===== src/rtl/ex_muldiv_pkg.sv =====
// Shared types and constants for the iterative multiply/divide unit.
//   DATA_W     : operand and HI/LO width (only 32 is supported)
//   MD_ITER    : iterations per multiply/divide
//   md_op_t    : decoded mult/div operation from ID/EX
//   md_state_t : sequencer states
//   abs_val    : magnitude of an operand, or the raw value for unsigned ops
package ex_muldiv_pkg;

    localparam int unsigned DATA_W  = 32;
    localparam int unsigned MD_ITER = 32;

    typedef enum logic [1:0] {
        MD_MULT,
        MD_MULTU,
        MD_DIV,
        MD_DIVU
    } md_op_t;

    typedef enum logic [1:0] {
        IDLE,
        MUL,
        DIV,
        FIXUP
    } md_state_t;

    function automatic logic [DATA_W-1:0] abs_val(input logic [DATA_W-1:0] v,
                                                 input logic              is_signed);
        return (is_signed && v[DATA_W-1]) ? (~v + DATA_W'(1)) : v;
    endfunction

endpackage


===== src/rtl/ex_muldiv_if.sv =====
// Bundle between the ID/EX latch / hazard logic and the multiply/divide unit.
//   master : pipeline side (drives start, md_op, opa, opb, flush, hilo_we, hilo_sel, wdat)
//   slave  : ex_muldiv (drives hi, lo, busy, done)
interface ex_muldiv_if;
    import ex_muldiv_pkg::*;

    logic              start;
    md_op_t            md_op;
    logic [DATA_W-1:0] opa;
    logic [DATA_W-1:0] opb;
    logic              flush;
    logic              hilo_we;
    logic              hilo_sel;
    logic [DATA_W-1:0] wdat;
    logic [DATA_W-1:0] hi;
    logic [DATA_W-1:0] lo;
    logic              busy;
    logic              done;

    modport master (
        output start, md_op, opa, opb, flush, hilo_we, hilo_sel, wdat,
        input  hi, lo, busy, done
    );

    modport slave (
        input  start, md_op, opa, opb, flush, hilo_we, hilo_sel, wdat,
        output hi, lo, busy, done
    );

endinterface


===== src/rtl/ex_muldiv_signfix.sv =====
// Combinational sign correction applied in FIXUP.
//   prod, quo, rem      : unsigned magnitudes from the iterative datapath
//   neg_res             : operand signs differed (negate product / quotient)
//   neg_rem             : dividend was negative (negate remainder)
//   prod_fix, quo_fix,
//   rem_fix             : signed results ready for HI/LO
module ex_muldiv_signfix
    import ex_muldiv_pkg::*;
(
    input  logic [2*DATA_W-1:0] prod,
    input  logic [DATA_W-1:0]   quo,
    input  logic [DATA_W-1:0]   rem,
    input  logic                neg_res,
    input  logic                neg_rem,
    output logic [2*DATA_W-1:0] prod_fix,
    output logic [DATA_W-1:0]   quo_fix,
    output logic [DATA_W-1:0]   rem_fix
);

    always_comb begin
        prod_fix = neg_res ? -prod : prod;
        quo_fix  = neg_res ? -quo  : quo;
        rem_fix  = neg_rem ? -rem  : rem;
    end

endmodule


===== src/rtl/ex_muldiv.sv =====
// Iterative MULT/MULTU/DIV/DIVU unit in the execute stage, writing HI/LO.
//   CLK   : clock, rising edge
//   RST   : synchronous active-high reset
//   md    : ex_muldiv_if.slave
//           start/md_op/opa/opb launch an operation, flush aborts it,
//           hilo_we/hilo_sel/wdat implement MTHI/MTLO,
//           hi/lo are the architectural registers, busy is the stall request,
//           done pulses for one cycle once HI/LO hold a new result.
// Build option: MULDIV_EARLY_OUT_EN ends MUL as soon as the remaining
// multiplier bits are all zero.
module ex_muldiv
    import ex_muldiv_pkg::*;
(
    input  logic        CLK,
    input  logic        RST,
    ex_muldiv_if.slave  md
);

    localparam logic [5:0] LastIter = 6'(MD_ITER - 1);

    md_state_t             state_q, state_d;
    logic [5:0]            cnt_q, cnt_d;
    logic [2*DATA_W-1:0]   prod_q, prod_d;      // multiply accumulator
    logic [2*DATA_W-1:0]   mcand_q, mcand_d;    // multiplicand, shifted left each step
    logic [DATA_W-1:0]     mplier_q, mplier_d;  // multiplier (shifted right) or divisor
    logic [DATA_W:0]       rem_q, rem_d;        // partial remainder
    logic [DATA_W-1:0]     quo_q, quo_d;        // dividend shifting out, quotient shifting in
    logic                  is_div_q, is_div_d;
    logic                  div0_q, div0_d;
    logic                  neg_res_q, neg_res_d;
    logic                  neg_rem_q, neg_rem_d;
    logic [DATA_W-1:0]     hi_q, hi_d;
    logic [DATA_W-1:0]     lo_q, lo_d;
    logic                  done_q, done_d;

    logic                  op_signed;
    logic                  op_is_div;
    logic [DATA_W-1:0]     abs_a;
    logic [DATA_W-1:0]     abs_b;
    logic [DATA_W+1:0]     rem_sh;
    logic [DATA_W+1:0]     rem_diff;
    logic [2*DATA_W-1:0]   prod_fix;
    logic [DATA_W-1:0]     quo_fix;
    logic [DATA_W-1:0]     rem_fix;

    assign op_signed = (md.md_op == MD_MULT) || (md.md_op == MD_DIV);
    assign op_is_div = (md.md_op == MD_DIV)  || (md.md_op == MD_DIVU);
    assign abs_a     = abs_val(md.opa, op_signed);
    assign abs_b     = abs_val(md.opb, op_signed);

    // One extra headroom bit so the borrow of the trial subtraction is the MSB.
    assign rem_sh   = {rem_q, quo_q[DATA_W-1]};
    assign rem_diff = rem_sh - {2'b00, mplier_q};

    ex_muldiv_signfix u_signfix (
        .prod     (prod_q),
        .quo      (quo_q),
        .rem      (rem_q[DATA_W-1:0]),
        .neg_res  (neg_res_q),
        .neg_rem  (neg_rem_q),
        .prod_fix (prod_fix),
        .quo_fix  (quo_fix),
        .rem_fix  (rem_fix)
    );

    always_comb begin
        state_d   = state_q;
        cnt_d     = cnt_q;
        prod_d    = prod_q;
        mcand_d   = mcand_q;
        mplier_d  = mplier_q;
        rem_d     = rem_q;
        quo_d     = quo_q;
        is_div_d  = is_div_q;
        div0_d    = div0_q;
        neg_res_d = neg_res_q;
        neg_rem_d = neg_rem_q;
        hi_d      = hi_q;
        lo_d      = lo_q;
        done_d    = 1'b0;

        unique case (state_q)
            IDLE: begin
                // MTHI/MTLO first; a launch in the same cycle overwrites later.
                if (md.hilo_we) begin
                    if (md.hilo_sel) hi_d = md.wdat;
                    else             lo_d = md.wdat;
                end
                if (md.start && !md.flush) begin
                    cnt_d     = '0;
                    mplier_d  = abs_b;
                    neg_res_d = op_signed && (md.opa[DATA_W-1] ^ md.opb[DATA_W-1]);
                    if (op_is_div) begin
                        is_div_d  = 1'b1;
                        div0_d    = (md.opb == '0);
                        neg_rem_d = op_signed && md.opa[DATA_W-1];
                        rem_d     = '0;
                        // Divide by zero reports the raw dividend in HI.
                        quo_d     = (md.opb == '0) ? md.opa : abs_a;
                        state_d   = DIV;
                    end else begin
                        is_div_d  = 1'b0;
                        div0_d    = 1'b0;
                        neg_rem_d = 1'b0;
                        prod_d    = '0;
                        mcand_d   = {{DATA_W{1'b0}}, abs_a};
                        state_d   = MUL;
                    end
                end
            end

            MUL: begin
                if (mplier_q[0]) prod_d = prod_q + mcand_q;
                mcand_d  = mcand_q << 1;
                mplier_d = mplier_q >> 1;
                cnt_d    = cnt_q + 6'd1;
`ifdef MULDIV_EARLY_OUT_EN
                if ((cnt_q == LastIter) || (mplier_d == '0)) state_d = FIXUP;
`else
                if (cnt_q == LastIter) state_d = FIXUP;
`endif
            end

            DIV: begin
                if (div0_q) begin
                    state_d = FIXUP;
                end else begin
                    if (!rem_diff[DATA_W+1]) begin
                        rem_d = rem_diff[DATA_W:0];
                        quo_d = {quo_q[DATA_W-2:0], 1'b1};
                    end else begin
                        rem_d = rem_sh[DATA_W:0];
                        quo_d = {quo_q[DATA_W-2:0], 1'b0};
                    end
                    cnt_d = cnt_q + 6'd1;
                    if (cnt_q == LastIter) state_d = FIXUP;
                end
            end

            FIXUP: begin
                state_d = IDLE;
                done_d  = 1'b1;
                if (!is_div_q) begin
                    {hi_d, lo_d} = prod_fix;
                end else if (div0_q) begin
                    hi_d = quo_q;
                    lo_d = '1;
                end else begin
                    hi_d = rem_fix;
                    lo_d = quo_fix;
                end
            end

            default: state_d = IDLE;
        endcase

        // Abort discards the operation, including a FIXUP write this cycle.
        if (md.flush && (state_q != IDLE)) begin
            state_d = IDLE;
            hi_d    = hi_q;
            lo_d    = lo_q;
            done_d  = 1'b0;
        end
    end

    always_ff @(posedge CLK) begin
        if (RST) begin
            state_q   <= IDLE;
            cnt_q     <= '0;
            prod_q    <= '0;
            mcand_q   <= '0;
            mplier_q  <= '0;
            rem_q     <= '0;
            quo_q     <= '0;
            is_div_q  <= 1'b0;
            div0_q    <= 1'b0;
            neg_res_q <= 1'b0;
            neg_rem_q <= 1'b0;
            hi_q      <= '0;
            lo_q      <= '0;
            done_q    <= 1'b0;
        end else begin
            state_q   <= state_d;
            cnt_q     <= cnt_d;
            prod_q    <= prod_d;
            mcand_q   <= mcand_d;
            mplier_q  <= mplier_d;
            rem_q     <= rem_d;
            quo_q     <= quo_d;
            is_div_q  <= is_div_d;
            div0_q    <= div0_d;
            neg_res_q <= neg_res_d;
            neg_rem_q <= neg_rem_d;
            hi_q      <= hi_d;
            lo_q      <= lo_d;
            done_q    <= done_d;
        end
    end

    assign md.busy = !RST && ((md.start && !md.flush && (state_q == IDLE)) || (state_q != IDLE));
    assign md.hi   = hi_q;
    assign md.lo   = lo_q;
    assign md.done = done_q;

endmodule

===== src/flat_wrapper.sv =====
// flat-port wrapper written by rule: the top's interface ports become plain ports
module ex_muldiv_flat import ex_muldiv_pkg::*;
  (CLK, RST, md_start, md_md_op, md_opa, md_opb, md_flush, md_hilo_we, md_hilo_sel, md_wdat, md_hi, md_lo, md_busy, md_done);
  ex_muldiv_if md_i ();
  input  logic CLK;
  input  logic RST;
  input wire logic [$bits(md_i.start)-1:0] md_start;
  input wire logic [$bits(md_i.md_op)-1:0] md_md_op;
  input wire logic [$bits(md_i.opa)-1:0] md_opa;
  input wire logic [$bits(md_i.opb)-1:0] md_opb;
  input wire logic [$bits(md_i.flush)-1:0] md_flush;
  input wire logic [$bits(md_i.hilo_we)-1:0] md_hilo_we;
  input wire logic [$bits(md_i.hilo_sel)-1:0] md_hilo_sel;
  input wire logic [$bits(md_i.wdat)-1:0] md_wdat;
  output wire logic [$bits(md_i.hi)-1:0] md_hi;
  output wire logic [$bits(md_i.lo)-1:0] md_lo;
  output wire logic [$bits(md_i.busy)-1:0] md_busy;
  output wire logic [$bits(md_i.done)-1:0] md_done;
  assign md_i.start = md_start;
  assign md_i.md_op = md_md_op;
  assign md_i.opa = md_opa;
  assign md_i.opb = md_opb;
  assign md_i.flush = md_flush;
  assign md_i.hilo_we = md_hilo_we;
  assign md_i.hilo_sel = md_hilo_sel;
  assign md_i.wdat = md_wdat;
  assign md_hi = md_i.hi;
  assign md_lo = md_i.lo;
  assign md_busy = md_i.busy;
  assign md_done = md_i.done;
  ex_muldiv u_core (.CLK(CLK), .RST(RST), .md(md_i));
endmodule

===== config.mk =====
export PLATFORM = sky130hd
export DESIGN_NAME = ex_muldiv_flat
export DESIGN_NICKNAME = d
export VERILOG_FILES = /design/src/rtl/ex_muldiv_pkg.sv /design/src/rtl/ex_muldiv_if.sv /design/src/rtl/ex_muldiv_signfix.sv /design/src/rtl/ex_muldiv.sv /design/src/flat_wrapper.sv
export SDC_FILE = /design/constraint.sdc
export NUM_CORES = 1
export LEC_CHECK = 0
export CAP_MARGIN = 20
export CORE_ASPECT_RATIO = 0.5
export CORE_MARGIN = 5
export CORE_UTILIZATION = 25
export CTS_BUF_LIST = sky130_fd_sc_hd__clkbuf_8 sky130_fd_sc_hd__clkbuf_16
export CTS_CLUSTER_DIAMETER = 80
export DETAILED_ROUTE_END_ITERATION = 8
export PLACE_DENSITY_LB_ADDON = 0.25
export SKIP_LAST_GASP = 1
export SLEW_MARGIN = 5
export SYNTH_ARGS = -nofsm -noshare
export SYNTH_HDL_FRONTEND = slang
export SYNTH_SLANG_ARGS = --single-unit

===== constraint.sdc =====
create_clock -name CLK -period 3.45 [get_ports CLK]
set_input_delay 0.345 -clock CLK [delete_from_list [all_inputs] [get_ports CLK]]
set_output_delay 0.345 -clock CLK [all_outputs]
set_load 0.005 [all_outputs]

==> impl_metrics.ini, run 1 <==
[outcome]
status = finished, violations left
violations = design-rule violations

[detailed_routing]
drtAntennaViolNets = 0
first_pass_iters = 9
wl_met1_mm = 42.4
post-route-drc-count = 3
viasPerCell = 5.23
drt_iter0_drc = 2288
wl_met3_mm = 6.12
highest_layer = met5
num_vias = 24000
drt-wirelength-per-cell_um = 20.4
wl_met2_mm = 43.4
routed_wl_mm = 93.8

[power]
p_per_area_mw_per_mm2 = 469
vdd_drop_max_uv = 233
power.leakage_nw = 11.5

[timing]
slew_viol_final = 0
maxSlewHeadroom = 0.240
period_share = 0.998
worst_pin_slew_ps = 1140
worst_slack_ps = 5.94
finalSetupTns_ps = 0
max_freq_mhz = 290
final_hold_viol_count = 0
rsz0062_at_grt = true
setup_viol = 0
fin_crit_ps = 3440
fin_skew_ps = 31.0

[clocking]
clock_path_buffers = 3
postCtsHoldBufs = 0
clk_latency_ps = 580
clkTransAtPathRegs_ps = 60
h-tree-depth = 2
numCtsBuffers = 36
cts-root-buf = clkbuf_16
cts_setup_buffers = 0
clock-sinks = 302
cts_tree = done

[grt]
antenna_found_initial = 9
overflow = 0
grt_pass1_wl_mm = 141
grt_pass1_vias = 22200
grt_util_all_layers = 0.185
grt_max_degree = 183

[worst_setup_path]
endpoint_kind = flip-flop
path_class = reg2reg
cp-start-kind = flip-flop
critical_path.max_fanout = 2
worstPathRequired_ps = 3920
cp.arrival_ps = 3920

[synthesis]
synthMuxAreaShare = 0.0246
synth_edf_count = 0
synthArstFlopShare = 0
synth_compound_area_frac = 0.269
synth.distinct_cells = 81
syn_avg_cell_area_um2 = 7.43
synthXorXnorAreaFrac = 0.115
synth_top_family_by_area = compound AO/OA/AOI/OAI gates
synth_flop_cell = dfxtp_1
yosysWarnings = 0
synthAdderAreaFrac = 0.0600
synthSimpleGateAreaFrac = 0.214
ys_seq_area_frac = 0.268
syn-num-nets = 3245
synth-seq-cells = 302
synth_cells = 3034
synth_area_mm2 = 0.0226

[die]
io_pins = 170
initial_core_util = 0.254
fp.dieArea_mm2 = 0.0967
core_mm2 = 0.0889
die_w_um = 435
fp.dieH_um = 222
num_rows = 77

[place]
place_area_mm2 = 0.0277
portBuffers = 169
pre_cts_slack_ps = -297
gp_congestion = 0.885
hpwl_mm = 73.6

[finish]
nFillCells = 9451
design_area_mm2 = 0.0291
area_delta_synth_final_pct = 29.2
layout-drive-gt1-share = 0.149
nets = 3588

[job]
cap_violations = 0

[worst_hold_path]
min_path_type = in2reg
[cells in the mapped netlist, drive strengths merged (5+ instances only)]
| library cell | instances | area, um2 |
|---|---|---|
| a2111oi | 5 | 43.8 |
| a211oi | 22 | 165 |
| a21o | 56 | 420 |
| a21oi | 258 | 1290 |
| a222oi | 27 | 270 |
| a22oi | 32 | 240 |
| a311oi | 48 | 420 |
| a31oi | 14 | 87.6 |
| and2 | 12 | 75.1 |
| and3 | 16 | 100 |
| buf | 25 | 106 |
| clkbuf | 187 | 702 |
| dfxtp | 302 | 6050 |
| ha | 105 | 1310 |
| inv | 84 | 315 |
| mux2i | 52 | 521 |
| nand2 | 427 | 1610 |
| nand2b | 40 | 250 |
| nand3 | 69 | 345 |
| nand3b | 8 | 60.1 |
| nand4 | 33 | 206 |
| nor2 | 267 | 1000 |
| nor2b | 21 | 131 |
| nor3 | 49 | 245 |
| nor3b | 5 | 37.5 |
| nor4 | 18 | 138 |
| o211ai | 65 | 488 |
| o21a | 18 | 135 |
| o21ai | 213 | 1070 |
| o21bai | 13 | 97.6 |
| o221ai | 30 | 263 |
| o22ai | 10 | 62.6 |
| o31a | 8 | 70.1 |
| o31ai | 46 | 360 |
| o41ai | 24 | 225 |
| or2 | 16 | 103 |
| or3 | 28 | 180 |
| or4 | 31 | 253 |
| xnor2 | 177 | 1550 |
| xor2 | 119 | 1040 |
[layout make-up]
cell class              count  area (um2)  share of cell area
diodes                      1        2.50           0.0000859
clock buffers              41         981              0.0337
clock inverters            21         188             0.00644
inverters                  85         319              0.0109
multi-input cells        2435       15700               0.538
flip-flops and latches    302        6050               0.208
well taps                1185        1480              0.0509
repair buffers            517        4420               0.152
[registers in the layout, indices dropped and copies added, names as in the netlist]
signal,cells
u_core.neg_res_q,1
u_core.div0_q,1
u_core.state_q,2
u_core.md.hi,32
u_core.neg_rem_q,1
u_core.is_div_q,1
u_core.prod_q,64
u_core.md.done,1
u_core.rem_q,33
u_core.cnt_q,6
u_core.mplier_q,32
u_core.quo_q,32
u_core.md.lo,32
u_core.mcand_q,64
[per-stage QoR]
stage / util / power, W / std cells / hold slack (ps)
after floorplan: - / 0.00738 / 3034 / 432
after global placement: 0.312 / 0.00953 / 4523 / 441
after detailed placement: 0.312 / 0.00957 / 4524 / 454
after CTS: 0.326 / 0.0136 / 4586 / 264
after global routing: 0.328 / 0.0144 / 4587 / 317
final: 0.328 / 0.0137 / 4587 / 267
[repair_timing]
action / 4_1_cts / 5_1_grt
gates cloned: 0 / 0
endpoints found under the setup margin: 50 / 71
pin swaps: 1 / 12
resized for setup: 10 / 49
[layer usage]
metal,track usage,vias to the layer above
met3,0.0348,113
met2,0.306,698
met1,0.250,11500
met5,0,-
met4,0.0381,16
li1,-,11600
[cell families after synthesis]
| kind of cell | Yosys count |
|---|---|
| AO/OA/AOI/OAI | 927 |
| XOR/XNOR | 296 |
| adder cells (fa/ha/maj) | 107 |
| buffers and inverters | 297 |
| flip-flops | 302 |
| multiplexers | 55 |
| AND/OR/NAND/NOR | 1050 |
[critical path, stage by stage (launching register included)]
cell,delay (ps)
dfxtp_1,310
or4_4,540
or4_4,450
or4_4,430
or3_1,330
or3_1,390
o21ai_0,230
xnor2_1,200
o211ai_1,180
a311oi_1,290
[placed cells by master, fill, tap and decap left out, types with 100 or more instances in the layout]
master,count
a21oi_1,253
buf_4,338
clkdlybuf4s50_1,168
dfxtp_1,297
ha_1,100
nand2_1,426
nor2_1,265
o21ai_0,200
xnor2_1,176
xor2_1,119
[power breakdown]
group / leakage (nW) / total (W) / switching (W) / internal [W]
clock network: 0.602 / 0.00397 / 0.00171 / 0.00226
registers: 2.46 / 0.00424 / 0.000384 / 0.00386
logic: 8.41 / 0.00544 / 0.00298 / 0.00246
[path summary, 6_finish.rpt]
path	from	end	cells past startpoint	slack [ps]
max	u_core.prod_q[49]	u_core.md.hi[30]	9	6
min	RST	u_core.mcand_q[44]	2	270
max reg2reg	u_core.prod_q[49]	u_core.md.hi[30]	9	6
min reg2reg	u_core.mplier_q[30]	u_core.mplier_q[30]	2	460
Note: power is estimated with default switching activity, not from simulation.
==> inputs of run 2 (changes only) <==
--- a/config.mk
+++ b/config.mk
@@ -6,6 +6,8 @@
 export NUM_CORES = 1
 export LEC_CHECK = 0
 export CAP_MARGIN = 20
+export CELL_PAD_IN_SITES_DETAIL_PLACEMENT = 0
+export CELL_PAD_IN_SITES_GLOBAL_PLACEMENT = 1
 export CORE_ASPECT_RATIO = 0.5
 export CORE_MARGIN = 5
 export CORE_UTILIZATION = 25
@@ -17,4 +19,5 @@
 export SLEW_MARGIN = 5
 export SYNTH_ARGS = -nofsm -noshare
 export SYNTH_HDL_FRONTEND = slang
+export SYNTH_HIERARCHICAL = 1
 export SYNTH_SLANG_ARGS = --single-unit
==> run 2 against run 1 <==
  * The run now ends clean
  * Die area rose by 0.80%
  * Final area fell by 0.94%
  * Sequential share of layout area rose by 0.22 points
  * Clock power rose by 4%
  * Highest routed layer is now met4
  * Clock skew rose by 5.8 ps
  * Register-to-register slack improved by 130 ps
==> impl_metrics.ini, run 2 <==
[outcome]
status = finished clean

[synthesis]
synth_edf_count = 0
synth_area_leaders = dfxtp_1 27%, xnor2_1 9.1%, nand2_1 8.6%
synth_commonest_cells = 521 x nand2_1, 302 x dfxtp_1, 256 x a21oi_1
synth-seq-cells = 302
synthDominantCellAreaShare = 0.266
syn-num-nets = 3285
synth_cells = 3074
synth_area_leader_cell = dfxtp_1
synth.distinct_cells = 82
synth_area_mm2 = 0.0227
synthArstFlopShare = 0
ys_seq_area_frac = 0.266
yosysWarnings = 6
syn_avg_cell_area_um2 = 7.40
synth_flop_cell = dfxtp_1
yosysMostFrequentCell = nand2_1

[clocking]
h-tree-depth = 2
cts_tree = done
clock-sinks = 302
clock_path_buffers = 3
numCtsBuffers = 38
cts-root-buf = clkbuf_16
clkTransAtPathRegs_ps = 60
clk_latency_ps = 580

[worst_setup_path]
r2r_start = u_core/rem_q[3]
worstPathRequired_ps = 3950
r2r_end = u_core/md.hi[28]
r2r_setup_slack_ps = 140
endpoint_kind = flip-flop
reg2regPathDepth = 10
cp-start-kind = flip-flop
cp.arrival_ps = 3810
critical_path.max_fanout = 5
path_class = reg2reg

[timing]
worst_pin_slew_ps = 819
setup_viol = 0
fin_crit_ps = 3310
maxSlewHeadroom = 0.450
timing.hold.ws_ps = 243
rsz0062_at_grt = true
fin_skew_ps = 36.9
period_share = 0.960
max_freq_mhz = 302
slew_viol_final = 0
final_hold_viol_count = 0

[grt]
overflow = 0
grt_max_degree = 148
grt_pass1_vias = 22300
grt_pass1_wl_mm = 139
grt_util_all_layers = 0.181
antenna_found_initial = 1

[worst_hold_path]
hold_depth = 2
hold_start = RST
min_path_type = in2reg
whs_endpoint = u_core/prod_q[26]

[finish]
design_area_mm2 = 0.0289
area_delta_synth_final_pct = 26.9
layout-drive-gt1-share = 0.129
largestRegisters = u_core/mcand_q (64), u_core/prod_q (64), u_core/rem_q (33)
nFillCells = 9643
finalNonFillerCells = 4588
layout_common_cells = 520 x nand2_1, 291 x dfxtp_1, 264 x buf_4
antenna_cells = 0
final_common_cell = nand2_1
final_util = 0.319
nets = 3572

[place]
place_area_mm2 = 0.0274
gp_congestion = 0.878
hpwl_mm = 71.2
portBuffers = 169
place_inst = 4517

[detailed_routing]
routed_wl_mm = 92.1
drtAntennaViolNets = 0
first_pass_iters = 5
post-route-drc-count = 0
viasPerCell = 5.08
drt_iter0_drc = 1615
drt-wirelength-per-cell_um = 20.1
num_vias = 23300

[die]
io_pins = 170
fp.dieArea_mm2 = 0.0974
die_w_um = 437
initial_core_util = 0.251
fp.dieH_um = 223
core_mm2 = 0.0905
num_rows = 78

[job]
cap_violations = 0

[power]
p_total_w = 0.0146
p_per_area_mw_per_mm2 = 506
vdd_drop_max_uv = 261
power.leakage_nw = 11.3
-- run 2: cells by family (layout without fill, tap and decap cells) --
kind of cell,Yosys count,in the layout,synth area share
AO/OA/AOI/OAI,936,936,0.265
multiplexers,63,63,0.0278
AND/OR/NAND/NOR,1092,1092,0.218
flip-flops,302,302,0.266
adder cells (fa/ha/maj),107,107,0.0595
XOR/XNOR,298,298,0.115
buffers and inverters,276,590,0.0488
-- run 2: cell type report --
type,count,area (um2),area share
clock buffer,46,1070,0.0371
multi-input combinational,2496,15900,0.550
clock inverter,21,186,0.00646
inverter,80,300,0.0104
timing repair buffer,443,3880,0.134
tap,1200,1500,0.0520
sequential,302,6060,0.210
-- run 2: power breakdown --
group          internal [W]  switching, W
Combinational       0.00252       0.00362
Sequential          0.00391      0.000408
Clock               0.00237       0.00177
Total               0.00881       0.00580
-- run 2: critical path, stage by stage (launching register included) --
cell and delay, ps:
dfxtp_1 350, buf_4 180, or3_1 320, or3b_2 500, or4_4 590, o31ai_1 380, xnor2_2 240, mux2i_1 170
nand2_1 110, o211ai_1 130, a311oi_1 280
-- run 2: timing repair --
item,4_1_cts,5_1_grt
gates cloned,0,1
pin swaps,0,10
setup endpoints to repair,3,54
hold buffers,0,0
resized for setup,2,49
setup buffers,0,2
-- run 2: stage by stage --
step | worst slack (ps) | TNS (ps)
after CTS | 9.83 | 0
after floorplan | 337 | 0
after global routing | -5.97 | -5.98
after global placement | -507 | -3430
final | 137 | 0
after detailed placement | -425 | -2960
-- run 2: routing by layer --
layer	vias to the layer above	GRT usage	wire (um)
met1	11200	0.242	42400
li1	11600	-	-
met4	0	0.0401	1940
met3	102	0.0355	4800
met2	445	0.302	43000
met5	-	0	0
-- run 2: how the worst max path moves through the flow --
stage	to	depth (start not counted)	slack [ps]	start
after floorplan	u_core/prod_q[60]	14	340	u_core/prod_q[0]
after global placement	u_core/quo_q[31]	11	-510	md_opb[10]
after detailed placement	u_core/quo_q[31]	11	-420	md_opb[10]
after CTS	u_core/prod_q[63]	13	10	u_core/mcand_q[1]
after global routing	u_core/rem_q[20]	14	-6	u_core/mplier_q[1]
final	u_core/md.hi[28]	10	140	u_core/rem_q[3]
